--- config.mk ---
export PLATFORM = sky130hd
export DESIGN_NAME = encoder_8x3_seq
export DESIGN_NICKNAME = d
export VERILOG_FILES = /design/src/rtl/encoder_8x3_seq.sv
export SDC_FILE = /design/constraint.sdc
export NUM_CORES = 1
export LEC_CHECK = 0
export BUFFER_PORTS_ARGS = -buffer_cell sky130_fd_sc_hd__buf_2
export CORE_UTILIZATION = 45
export DETAILED_ROUTE_END_ITERATION = 12
export PLACE_DENSITY = 0.84
export SLEW_MARGIN = 20
export SYNTH_ARGS = -nofsm -noshare
export SYNTH_HDL_FRONTEND = slang
export SYNTH_SLANG_ARGS = --single-unit
--- constraint.sdc ---
create_clock -name clk -period 1.5 [get_ports clk]
set_input_delay 0.3 -clock clk [delete_from_list [all_inputs] [get_ports clk]]
set_output_delay 0.3 -clock clk [all_outputs]
set_load 0.02 [all_outputs]
--- src/rtl/encoder_8x3_seq.sv ---
// Sequential 8-to-3 encoder: captures a multi-hot vector and emits one code per set bit over a valid/ready handshake.
// Define ENC_MSB_FIRST_EN to emit the highest-index set bit first; lowest-index first otherwise.
module encoder_8x3_seq (
   input  logic       clk,
   input  logic       rst_n,
   input  logic       En,
   input  logic       load,
   input  logic [7:0] D,
   input  logic       out_ready,
   output logic       A,
   output logic       B,
   output logic       C,
   output logic       out_valid,
   output logic       busy,
   output logic       done
);

   typedef enum logic {IDLE, EMIT} state_t;

   state_t     state;
   state_t     state_next;
   logic [7:0] pending;
   logic [7:0] pending_next;
   logic       done_next;
   logic [2:0] sel_idx;

   // Scan order: the last matching bit visited by the loop wins the selection
   always_comb begin
      sel_idx = 3'd0;
`ifdef ENC_MSB_FIRST_EN
      for (int i = 0; i < 8; i++)
         if (pending[i]) sel_idx = 3'(i);
`else
      for (int i = 7; i >= 0; i--)
         if (pending[i]) sel_idx = 3'(i);
`endif
   end

   always_ff @(posedge clk or negedge rst_n) begin
      if (!rst_n) begin
         state   <= IDLE;
         pending <= 8'd0;
         done    <= 1'b0;
      end else begin
         state   <= state_next;
         pending <= pending_next;
         done    <= done_next;
      end
   end

   // With En low every register keeps its value, including a pending done pulse
   always_comb begin
      state_next   = state;
      pending_next = pending;
      done_next    = done;
      if (En) begin
         done_next = 1'b0;
         case (state)
            IDLE: begin
               if (load) begin
                  if (D != 8'd0) begin
                     pending_next = D;
                     state_next   = EMIT;
                  end else begin
                     done_next = 1'b1;
                  end
               end
            end
            EMIT: begin
               if (out_ready) begin
                  pending_next = pending & ~(8'b1 << sel_idx);
                  if (pending_next == 8'd0) begin
                     state_next = IDLE;
                     done_next  = 1'b1;
                  end
               end
            end
            default: state_next = IDLE;
         endcase
      end
   end

   always_comb begin
      out_valid   = (state == EMIT);
      busy        = (state == EMIT);
      {A, B, C}   = (state == EMIT) ? sel_idx : 3'd0;
   end

endmodule

==> results of run 1 <==
==> flip-flops by register name, summed over array words and instances, names as in the netlist <==
| name | cells |
|---|---|
| pending | 8 |
| busy | 1 |
| done | 1 |
==> metrics by stage <==
step                setup WS (ns)  TNS, ns  instance area [sq um]   util
floorplan                 -0.0725   -0.206                    714      -
global placement          -0.0742   -0.213                    917  0.671
detailed placement        -0.0956   -0.374                    917  0.671
CTS                        -0.310    -1.28                   1020  0.747
global route               -0.320    -2.17                   1070  0.787
finish                     -0.294    -1.81                   1070  0.787
==> cell usage after synthesis, drive strengths merged <==
cell type,count,area [sq um]
or4,2,18.8
nand2,4,15.0
o311a,1,10.0
a22o,7,61.3
a211o,1,8.76
a32oi,1,8.76
o41a,1,11.3
o21bai,1,7.51
nand3b,2,15.0
or3,2,12.5
a311oi,1,8.76
o211a,1,10.0
buf,4,28.8
inv,3,11.3
o32ai,1,16.3
nor4,2,12.5
a21boi,1,7.51
nor3,2,10.0
a21oi,3,18.8
o21a,1,7.51
nor2,4,15.0
o41ai,2,25.0
dfrtp,10,250
nor2b,1,6.26
o21ai,9,45.0
clkbuf,5,18.8
o31ai,3,22.5
and3,1,6.26
o211ai,1,7.51
==> metal layers <==
metal	wire length, um	part of all wire	track usage
met5	0	0	0
met4	76	0.032	0.226
met3	193	0.080	0.0638
met2	1190	0.50	0.496
met1	938	0.39	0.338
==> cell type report <==
cell class | instances | area, sq um
Clock buffer | 3 | 22.5
Tap cell | 15 | 18.8
Multi-Input combinational cell | 55 | 428
Inverter | 3 | 11.3
Timing Repair Buffer | 44 | 342
Sequential cell | 10 | 253
Fill cell | 94 | 292
==> kinds of logic after synthesis <==
group           after synthesis
simple gates                 20
buf+inv                      12
compound gates               35
flops                        10
==> report_power, final <==
group / internal (mW) / switching (mW) / leakage, nW / total (mW)
clock: 0.0929 / 0.0930 / 0.0138 / 0.186
combinational: 0.992 / 0.879 / 0.382 / 1.87
sequential: 0.384 / 0.111 / 0.127 / 0.495
==> worst paths after layout <==
check | depth (start not counted) | from | endpoint
worst max-delay path | 4 | pending[0] | A
worst min-delay path | 2 | D[4] | pending[4]
worst max register to register | 5 | pending[0] | busy
worst min register to register | 2 | done | done
max in group asynchronous | 2 | rst_n | pending[2]
min in group asynchronous | 2 | rst_n | pending[7]
==> what timing repair did <==
| action | in CTS | in global routing |
|---|---|---|
| setup buffers | 5 | 2 |
| hold endpoints to repair | 10 | 0 |
| resized for setup | 11 | 9 |
| hold buffers | 1 | 0 |
| pin swaps | 2 | 5 |
| setup endpoints to repair | 8 | 9 |
| cloned | 0 | 0 |
==> key figures, run 1 <==
Clock network
  • CTS tree: done
  • CTS buffer count: 3
  • Sink Count: 10
  • Maximum clock path buffer count: 2
  • Clk pin slew, worst setup/hold paths: 0.06 ns
  • CTS Root Cell: clkbuf_4
  • Clock Latency Late Sink: 0.27 ns
  • Number of H-tree levels: 1

Job
  • Max_cap viols: 0

Finish
  • Final net count: 130
  • Commonest non-fill, non-tap cell in the layout: buf_4
  • Most frequent cells in the layout: 18 x buf_4, 15 x buf_2, 9 x buf_6
  • Final std cells w/o fill: 130
  • Antenna cells: 0
  • Layout area overhead: 54.2%
  • Share of layout cells above drive strength 1: 0.504

Route
  • Vias per cell: 6.38
  • Total Wirelength: 2400 um
  • DRC viols: 0
  • Initial drt markers: 28
  • Drt wl/cell: 18.4 um
  • Vias: 829
  • Post-route ant nets: 0
  • Drt pass-1 iters: 4

Logic synthesis
  • Syn_nets: 90
  • Mapped Cells: 77
  • Synthesized area: around 700 sq um
  • Register bit total from synthesis: 10
  • Synth Area in Compound Gates: 0.397
  • Synth Area in XOR/XNOR: 0
  • Synth cell types: 35
  • Largest family of logic cells by synthesized area: compound AO/OA/AOI/OAI gates
  • Post-synthesis simple-gate area fraction: 0.160
  • Mux cell area share after synthesis: 0
  • Synth Warn #: 0
  • Syn avg cell area: 9.05 sq um
  • Seq/Total Area, Yosys: 0.359
  • Adder-cell share of the synthesized area: 0

STA
  • Finish-stage setup viols: 9
  • Worst hold slack: 0.275 ns
  • Crit path time final: 1.79 ns
  • Max Clock Freq: 557 MHz
  • Final worst slack: -0.294 ns
  • Clock Skews: 0.000371 ns
  • RSZ-0062 raised after global routing: yes
  • Period utilization: 1.20
  • Slew margin rel.: 0.753
  • Pins over their slew limit: 0
  • Worst Max-Slew Pin Slew: 0.371 ns
  • Final count of hold timing violations: 0

Critical path
  • Crit path max-delay family: simple AND/OR/NAND/NOR gates
  • Flop2flop setup slack: -0.27 ns
  • Crit path DAT: 1.49 ns
  • WP data required: about 1.2 ns
  • Cells along the critical path: buf_6 > or4_4 > nor2_4 > buf_6
  • CP max FO: 3
  • Critical Path Most Common Cell: buf_6
  • Critical Path Max Stage Delay: 0.45 ns
  • Slowest-stage cell, CP: or4_4
  • Worst path bufs/invs: 2
  • CP Capture Type: primary output
  • Critical Path Start Type: flop
  • Setup Crit Path Kind: flop to primary output

Power and ir drop
  • Leak pwr: about 0.52 nW
  • Max IR drop VDD: 1.56 mV
  • Total Power: 2.55 mW
  • Power per cell area: 2370 mW/mm^2

GRT
  • Largest net degree at the start of global routing: 14
  • Vias in the first global route: ~700
  • GRT Total Usage: 0.301
  • Total grt overflow: 0
  • Global-route wire length before repair: 3120 um
  • Initial antenna violation count: 0

Placement
  • Placer Congestion: 0.903
  • Port Buffers: 18
  • Dpl cells: 119
  • Detailed Place HPWL: 1460 um

Floorplanning
  • Core ar.: 0.00137 sq mm
  • DIE AREA: 0.00171 sq mm
  • I/O Pins: 19
  • Horiz. Die Dim: 41.4 um
  • Site Rows: 13
  • Vert. Die Dim: 41.4 um
  • Initial Utilization: 0.510

Status
  • Failing checks: setup timing
  • Outcome: finished with violations

Worst hold path
  • Min-delay worst type: input port to flop
Power figures use the tool's default switching activity.
==> inputs of run 2 (changes only) <==
--- a/config.mk
+++ b/config.mk
@@ -8,7 +8,7 @@
 export BUFFER_PORTS_ARGS = -buffer_cell sky130_fd_sc_hd__buf_2
 export CORE_UTILIZATION = 45
 export DETAILED_ROUTE_END_ITERATION = 12
-export PLACE_DENSITY = 0.84
+export PLACE_DENSITY = 0.73
 export SLEW_MARGIN = 20
 export SYNTH_ARGS = -nofsm -noshare
 export SYNTH_HDL_FRONTEND = slang
==> run 2 against run 1 <==
The flow still finishes with violations (setup timing). Critical endpoint unchanged. Hold slack worse by 0.012 ns. Critical path type unchanged. Via count decreased by 2.3%. Cell area down 0.23%. Core utilization is 0.18 points lower.
==> key figures, run 2 (synthesized netlist as in run 1, its figures left out) <==
Power and ir drop
  • Power per cell area: 2350 mW/mm^2 (-1.0%)
  • Max IR drop VDD: 1.43 mV (-8.7%)
  • Total Power: 2.52 mW (-1.3%)
  • Leak pwr: 0.520 nW (-0.46%)

Route
  • Drt wl/cell: 17.6 um (-4.5%)
  • Total Wirelength: 2290 um (-4.5%)
  • Vias: 810 (-2.3%)
  • Post-route ant nets: 0 (unchanged)
  • Drt pass-1 iters: 4 (unchanged)
  • Vias per cell: 6.23 (-2.3%)
  • Initial drt markers: 30 (+7.1%)
  • DRC viols: 0 (unchanged)

GRT
  • Vias in the first global route: 732 (+5.0%)
  • GRT Total Usage: 0.305 (+0.00412)
  • Global-route wire length before repair: 3300 um (+5.8%)
  • Largest net degree at the start of global routing: 11 (-3)
  • Total grt overflow: 0 (unchanged)
  • Initial antenna violation count: 0 (unchanged)

Critical path
  • Worst path bufs/invs: 1 (-1)
  • RR Startpoint: pending[1]
  • Crit path DAT: 1.53 ns (+0.04 ns)
  • WP data required: 1.20 ns (about the same)
  • Setup Crit Path Kind: flop to primary output
  • CP max FO: 2 (-1)
  • Slowest-stage cell, CP: or4_4
  • Critical path startpoint: pending[1]
  • Critical Path Start Type: flop
  • Cells along the critical path: or4_4 > nor2_4 > buf_6
  • CP Capture Type: primary output
  • Crit path max-delay family: simple AND/OR/NAND/NOR gates
  • Critical Path Max Stage Delay: 0.59 ns (+0.14 ns)

STA
  • Clock Skews: 0.000921 ns (+0.000550 ns)
  • Worst hold slack: 0.263 ns (-0.0121 ns)
  • Worst Max-Slew Pin Slew: 0.293 ns (-0.0780 ns)
  • RSZ-0062 raised after global routing: yes
  • Period utilization: 1.22 (+0.0236)
  • Crit path time final: 1.83 ns (+0.0354 ns)
  • Max Clock Freq: 547 MHz (-1.9%)
  • Final worst slack: -0.329 ns (-0.0354 ns)
  • Pins over their slew limit: 0 (unchanged)
  • Finish-stage setup viols: 9 (unchanged)
  • Slew margin rel.: 0.802 (+0.0494)
  • Final count of hold timing violations: 0 (unchanged)

Status
  • Outcome: finished with violations
  • Failing checks: setup timing

Placement
  • Pre-CTS setup slack: -0.0818 ns (+0.0138 ns)
  • Port Buffers: 18 (unchanged)
  • Detailed Place HPWL: 1530 um (+4.8%)
  • Placer Congestion: 0.979 (+8.4%)
  • Post-DP Area: 905 sq um (-1.4%)

Floorplanning
  • DIE AREA: 0.00171 sq mm (unchanged)
  • Horiz. Die Dim: 41.4 um (unchanged)
  • Vert. Die Dim: 41.4 um (unchanged)
  • Core ar.: 0.00137 sq mm (unchanged)
  • I/O Pins: 19 (unchanged)
  • Site Rows: 13 (unchanged)
  • Initial Utilization: 0.510 (unchanged)

Finish
  • Post-route cell area: 0.00107 sq mm (-0.23%)
  • Antenna cells: 0 (unchanged)
  • Layout area overhead: 53.9%
  • Multi-input gate area: 433 sq um (+1.2%)
  • Seq. cell area: 251 sq um (-0.49%)
  • Register with the most flip-flops: pending
  • Share of layout cells above drive strength 1: 0.504 (unchanged)
  • Most frequent cells in the layout: 18 x buf_4, 15 x buf_2, 9 x dfrtp_1, 9 x buf_6, 7 x a22o_1
  • Finished Core Util: 0.785 (-0.00183)
  • Commonest non-fill, non-tap cell in the layout: buf_4
  • Final net count: 129 (-0.77%)
  • Largest register FFs: 8 (unchanged)
  • # fillers: 96 (+2.1%)

Job
  • Max_cap viols: 0 (unchanged)

Clock network
  • Number of H-tree levels: 1 (unchanged)
  • CTS tree: done
  • Sink Count: 10 (unchanged)
  • Clock Latency Late Sink: 0.27 ns (about the same)
  • Clk pin slew, worst setup/hold paths: 0.07 ns (about the same)
  • Maximum clock path buffer count: 2 (unchanged)
  • CTS buffer count: 3 (unchanged)
  • CTS Root Cell: clkbuf_4

Worst hold path
  • Min-delay worst type: input port to flop
  • Worst Hold Launch: D[7]
-- run 2: changes by cell type in the layout (fill, tap and decap cells not counted), sizes merged --
| cell | change |
|---|---|
| buf | -1 |
| clkbuf | +1 |
-- run 2: final timing paths --
check / depth (start not counted) / end / slack (ns)
setup / recovery: 3 / A / -0.33
setup reg to reg: 5 / busy / -0.22
hold reg to reg: 2 / done / 0.51
hold / removal: 2 / pending[7] / 0.26
max in group asynchronous: 2 / pending[5] / 0.87
min in group asynchronous: 2 / pending[6] / 0.42
-- run 2: what timing repair did --
item / 4_1_cts / 5_1_grt
resized for setup: 13 / 8
endpoints found under the setup margin: 9 / 12
hold endpoints to repair: 10 / 0
pin swaps: 5 / 8
setup buffers: 6 / 0
hold buffers: 1 / 0
-- run 2: per-stage QoR --
step                      cells  setup TNS (ns)
after floorplan              77          -0.206
after global placement      119          -0.260
after detailed placement    119          -0.315
after CTS                   130           -1.52
after global routing        130           -2.06
final                       130           -1.68
-- run 2: layout make-up --
type	count	area share
multi-input combinational	55	0.404
sequential	10	0.235
inverter	3	0.0105
timing repair buffer	43	0.300
tap	15	0.0175
clock buffer	4	0.0338
-- run 2: per-layer routing --
layer  share of wire  wire (um)  GRT usage  up-vias
met3           0.060        138      0.101        4
met2            0.50       1140      0.496       35
met5               0          0          0        -
met1            0.43        990      0.386      395
li1                -          -          -      376
met4          0.0083         19     0.0806        0
-- run 2: power by group --
part           switching (mW)  internal [mW]
Sequential              0.133          0.381
Combinational           0.819          0.934
Clock                   0.104          0.148
Total                    1.06           1.46
